### src/rtl/regs_pkg.sv
// rtl/regs_pkg.sv - shared constants and types for the integer register file
package regs_pkg;

    localparam int XLEN_RV32      = 32;
    localparam int NUM_REGS_RV32I = 32;
    localparam int NUM_REGS_RV32E = 16;
    localparam int REG_ZERO       = 0;

    typedef logic [$clog2(NUM_REGS_RV32I)-1:0] reg_addr_t;
    typedef logic [XLEN_RV32-1:0]              data_word_t;

endpackage

### src/rtl/regs_sb_scoreboard.sv
// rtl/regs_sb_scoreboard.sv - pending-write scoreboard with per-port busy lookup
module regs_sb_scoreboard
    import regs_pkg::*;
#(
    parameter int  NUM_REGS     = NUM_REGS_RV32I,
    parameter int  NUM_RD_PORTS = 2,
    parameter int  BYPASS       = 1,
    localparam int AW           = $clog2(NUM_REGS)
) (
    input  logic                       clk,
    input  logic                       rst,
    input  logic [NUM_RD_PORTS*AW-1:0] rs_addr,
    input  logic                       rd_wr_en,
    input  logic [AW-1:0]              rd,
    input  logic                       issue_en,
    input  logic [AW-1:0]              issue_rd,
    input  logic                       flush,
    output logic [NUM_RD_PORTS-1:0]    rs_busy
);

    logic [NUM_REGS-1:0] pending_q;
    logic [NUM_REGS-1:0] pending_d;
    logic                retire;
    logic                issue;

    assign retire = rd_wr_en && (rd != AW'(REG_ZERO));
    assign issue  = issue_en && (issue_rd != AW'(REG_ZERO));

    // Set is applied after clear so a new producer supersedes the retiring one.
    always_comb begin
        pending_d = pending_q;
        if (flush) begin
            pending_d = '0;
        end else begin
            if (retire) pending_d[rd]       = 1'b0;
            if (issue)  pending_d[issue_rd] = 1'b1;
        end
    end

    always_ff @(posedge clk or negedge rst) begin
        if (!rst) begin
            pending_q <= '0;
        end else begin
            pending_q <= pending_d;
        end
    end

    for (genvar i = 0; i < NUM_RD_PORTS; i++) begin : g_busy
        logic [AW-1:0] addr;
        logic          fwd;
        assign addr = rs_addr[i*AW +: AW];
        // A value retiring this cycle is forwarded, so the source is no longer a hazard.
        assign fwd  = (BYPASS != 0) && retire && (rd == addr);
        assign rs_busy[i] = (addr != AW'(REG_ZERO)) && pending_q[addr] && !fwd;
    end

endmodule

### src/rtl/regs_sb.sv
// rtl/regs_sb.sv - parametrised register file with registered reads, write bypass and scoreboard
module regs_sb
    import regs_pkg::*;
#(
    parameter int  XLEN         = XLEN_RV32,
    parameter int  NUM_REGS     = NUM_REGS_RV32I,
    parameter int  NUM_RD_PORTS = 2,
    parameter int  BYPASS       = 1,
    parameter int  RESET_REGS   = 1,
    localparam int AW           = $clog2(NUM_REGS)
) (
    input  logic                         clk,
    input  logic                         rst,
    input  logic                         rs_rd_en,
    input  logic [NUM_RD_PORTS*AW-1:0]   rs_addr,
    output logic [NUM_RD_PORTS*XLEN-1:0] rs_rd_data,
    output logic [NUM_RD_PORTS-1:0]      rs_busy,
    input  logic                         rd_wr_en,
    input  logic [AW-1:0]                rd,
    input  logic [XLEN-1:0]              rd_wr_data,
    input  logic                         issue_en,
    input  logic [AW-1:0]                issue_rd,
    input  logic                         flush
);

    logic [XLEN-1:0]              regs_q [NUM_REGS];
    logic [NUM_RD_PORTS*XLEN-1:0] rd_data_q;
    logic [NUM_RD_PORTS*XLEN-1:0] rd_data_d;
    logic [AW-1:0]                port_addr [NUM_RD_PORTS];
    logic                         wr_en;

    assign wr_en = rd_wr_en && (rd != AW'(REG_ZERO));

    if (RESET_REGS != 0) begin : g_rst_regs
        always_ff @(posedge clk or negedge rst) begin
            if (!rst) begin
                for (int r = 0; r < NUM_REGS; r++) begin
                    regs_q[r] <= '0;
                end
            end else if (wr_en) begin
                regs_q[rd] <= rd_wr_data;
            end
        end
    end else begin : g_ram_regs
        always_ff @(posedge clk) begin
            if (wr_en) begin
                regs_q[rd] <= rd_wr_data;
            end
        end
    end

    for (genvar i = 0; i < NUM_RD_PORTS; i++) begin : g_port_addr
        assign port_addr[i] = rs_addr[i*AW +: AW];
    end

    // x0 is forced to zero on read, so its storage entry is never relied upon.
    always_comb begin
        rd_data_d = rd_data_q;
        if (rs_rd_en) begin
            for (int i = 0; i < NUM_RD_PORTS; i++) begin
                if (port_addr[i] == AW'(REG_ZERO)) begin
                    rd_data_d[i*XLEN +: XLEN] = '0;
                end else if ((BYPASS != 0) && wr_en && (rd == port_addr[i])) begin
                    rd_data_d[i*XLEN +: XLEN] = rd_wr_data;
                end else begin
                    rd_data_d[i*XLEN +: XLEN] = regs_q[port_addr[i]];
                end
            end
        end
    end

    always_ff @(posedge clk or negedge rst) begin
        if (!rst) begin
            rd_data_q <= '0;
        end else begin
            rd_data_q <= rd_data_d;
        end
    end

    assign rs_rd_data = rd_data_q;

    regs_sb_scoreboard #(
        .NUM_REGS     (NUM_REGS),
        .NUM_RD_PORTS (NUM_RD_PORTS),
        .BYPASS       (BYPASS)
    ) u_scoreboard (
        .clk      (clk),
        .rst      (rst),
        .rs_addr  (rs_addr),
        .rd_wr_en (rd_wr_en),
        .rd       (rd),
        .issue_en (issue_en),
        .issue_rd (issue_rd),
        .flush    (flush),
        .rs_busy  (rs_busy)
    );

endmodule
### config.mk
export PLATFORM = sky130hd
export DESIGN_NAME = regs_sb
export DESIGN_NICKNAME = d
export VERILOG_FILES = /design/src/rtl/regs_pkg.sv /design/src/rtl/regs_sb_scoreboard.sv /design/src/rtl/regs_sb.sv
export SDC_FILE = /design/constraint.sdc
export NUM_CORES = 2
export LEC_CHECK = 0
export CAP_MARGIN = 10
export CORE_MARGIN = 10
export CORE_UTILIZATION = 50
export CTS_CLUSTER_SIZE = 24
export DETAILED_ROUTE_END_ITERATION = 8
export GPL_TIMING_DRIVEN = 0
export PLACE_DENSITY = 0.66
export SYNTH_ARGS = -nofsm -noshare
export SYNTH_HDL_FRONTEND = slang
export SYNTH_SLANG_ARGS = --single-unit
### constraint.sdc
create_clock -name clk -period 4.3 [get_ports clk]
set_input_delay 1.075 -clock clk [delete_from_list [all_inputs] [get_ports clk]]
set_output_delay 1.075 -clock clk [all_outputs]
set_load 0.01 [all_outputs]
==> metrics <==
outcome finished with violations; failing checks setup timing; element type at the critical path end primary output; Vert. Die Dim 362 µm; clock sinks 1120; fill count 9250; Netlist Area Pre-Place 0.0585 mm²; final antenna-violating net count 0; Startpoint Class input port; FFs w/ async S/R, synth 1.00; Clk Latency, worst-skew pair 0.76 ns; crit path kind in -> out; Max-slew headroom 0.0144; Max Clk Rate 0.230 GHz; Syn Area/Cell 15.2 µm²; WP data arrival 3.27 ns; largest net degree at the start of global routing 166; first-pass GRT wire length 337000 µm; routability cong. 1.03; vias in the first global route 41100; initial antenna violation count 8; Ports 124; Worst R2R Start regs_q[483]; RSZ-0062 raised after global routing no; Yosys top cell by area dfrtp_1; clock-pin slew on the worst setup and hold paths 0.06 ns; Synth area leaders dfrtp_1, mux4_2, mux2_2, clkbuf_1, a22oi_1; CP required 3.22 ns; Ys Warns 0; die area 0.131 mm²; multi-input logic area 0.0285 mm²; drt total wl 247000 µm; total gr overflow 0; WL/cell 42.9 µm; cts hold-fix bufs 0; post-synth top area share 0.479; Final Power 32.2 mW; reg2reg setup slack 1.66 ns; Worst Reg-to-Reg Cells 5; drc violations 0; CTS tree done; placed wire-length estimate 175000 µm; Detailed Routing Iterations Pass 1 6; Initial DRC Count 6469; measured slew at the worst slew-check pin 1.48 ns; Vias 42200; core area 0.116 mm²; clock skew 0.0323 ns; register area 0.0280 mm²; Setup-failing EPs final 2; period utilisation layout 1.01; final hold violations 0; # rows 125; maximum vdd drop 0.435 mV; Seq/Total Area, Yosys 0.479; most common cell in the netlist dfrtp_1; syn nets 3894; final max-slew violation count 0; port bufs 114; Netlist cell types 55; #FFs+latches synth 1120; final worst slack -0.0420 ns; reg2reg end rs_rd_data[3]; share of layout cells above drive strength 1 0.479; Final min period 4.34 ns; Avg Vias per Cell 7.33; setup TNS -0.0733 ns; number of synthesized flops with an enable pin 0; Max clock buf depth 3; H-Tree Depth 4; area grow syn2layout 14.2%; die width 362 µm; commonest cells in the netlist dfrtp_1, mux2_2, mux4_2; post-synthesis cell count 3836; CP max FO 19; Post-synth top flop dfrtp_1; power density cells 483 mW/mm²; nets 4180; Leak Pwr 28.3 nW; # Max-Cap Violations 0; Clock Root Buffer clkbuf_16; hold crit path type in -> async; CTS Buf Count 130; Total GRT Usage 0.373; Initial Util 0.503
cells in the final DEF (no fill, tap or decap), types with 5 or more instances in the layout:
master and count:
nand3_1 44, a41oi_1 10, o22ai_1 80, clkbuf_16 133, buf_8 22, mux2i_1 54, nand2_1 70, buf_1 44
a31o_2 15, nor4_1 25, dlygate4sd2_1 5, diode_2 13, or2_2 8, dfrtp_1 1120, buf_6 17, a221o_1 35
mux2_2 1042, nor3_1 7, nand2b_1 33, nor2b_1 15, mux2_1 6, a21oi_1 37, o21ai_0 12, clkbuf_1 251
buf_2 101, inv_6 6, nor2_1 67, o211ai_1 14, clkbuf_2 9, buf_16 19, xnor2_1 10, mux4_2 537
buf_4 32, clkbuf_8 28, clkdlybuf4s50_1 107, bufinv_16 8, clkinv_2 14, a22oi_1 100, buf_12 5, and3_1 5
kinds of logic (layout without fill, tap and decap cells):
group | after synthesis | in the layout | share of synthesized area
compound gates | 332 | 332 | 0.0415
xor+xnor | 10 | 10 | 0.00150
buf+inv | 434 | 811 | 0.0341
flops | 1120 | 1120 | 0.479
mux | 1640 | 1640 | 0.418
other cells | 0 | 13 | 0
simple gates | 300 | 300 | 0.0253
stage by stage:
| stage | hold slack, ns | setup slack (ns) | cell area (µm²) | cells | utilization |
|---|---|---|---|---|---|
| after global placement | 0.454 | -49.86 | 61500 | 5474 | 0.529 |
| after global routing | 0.335 | 0.00119 | 66700 | 5738 | 0.574 |
| after floorplan | 0.441 | 0.554 | 58500 | 3836 | - |
| after CTS | 0.307 | 0.00830 | 66600 | 5725 | 0.573 |
| after detailed placement | 0.465 | -1.68 | 62100 | 5504 | 0.535 |
| final | 0.261 | -0.0420 | 66800 | 5750 | 0.575 |
critical path, stage by stage:
cell and delay, ns:
buf_6 0.13, buf_12 0.14, buf_4 0.17, buf_6 0.22
buf_6 0.26, nor4_1 0.72, nor3_2 0.18, dlygate4sd2_1 0.34
worst max path at each step:
| stage | from | endpoint | cells after the start |
|---|---|---|---|
| 2_1_floorplan | rs_addr[5] | rs_busy[1] | 7 |
| 3_3_place_gp | rst | regs_q[980] | 1 |
| 3_5_place_dp | rs_addr[6] | rs_busy[1] | 8 |
| 4_1_cts | rs_addr[0] | rs_busy[0] | 8 |
| 5_1_grt | rs_addr[5] | rs_busy[1] | 8 |
| 6_report | rs_addr[5] | rs_busy[1] | 8 |
where the power goes:
group / internal, mW / leakage (nW) / switching (mW) / total, mW
combinational: 3.79 / 11.8 / 3.13 / 6.92
sequential: 12.5 / 14.4 / 1.53 / 14.0
clock: 6.62 / 2.07 / 4.64 / 11.3
total: 22.9 / 28.3 / 9.30 / 32.2
area by class of cell:
cell class	count	share of cell area
Clock buffer	194	0.0575
Buffer	421	0.0319
Inverter	5	0.000337
Clock inverter	29	0.00555
Sequential cell	1120	0.420
Tap cell	1524	0.0286
Multi-Input combinational cell	2282	0.427
Antenna cell	13	0.000487
Timing Repair Buffer	162	0.0290
flip-flops by register name, summed over array words and instances, names as in the netlist:
signal and count:
regs_q 1024, rs_rd_data 64, u_scoreboard.pending_q 32
layer usage:
metal,vias to the layer above,global-route usage,share of wire,wire (µm)
met5,-,0.0311,0.0026,645
met4,20,0.204,0.066,16400
met3,734,0.198,0.16,38900
met2,3260,0.503,0.41,100000
met1,22600,0.474,0.37,90800
li1,15500,-,-,-
what timing repair did:
| action | CTS | global route |
|---|---|---|
| endpoints found under the setup margin | 3 | 3 |
| pin swaps | 1 | 0 |
| gates resized for setup | 64 | 9 |
| buffers inserted | 5 | 8 |
No activity file was read; power rests on OpenSTA's default activity.
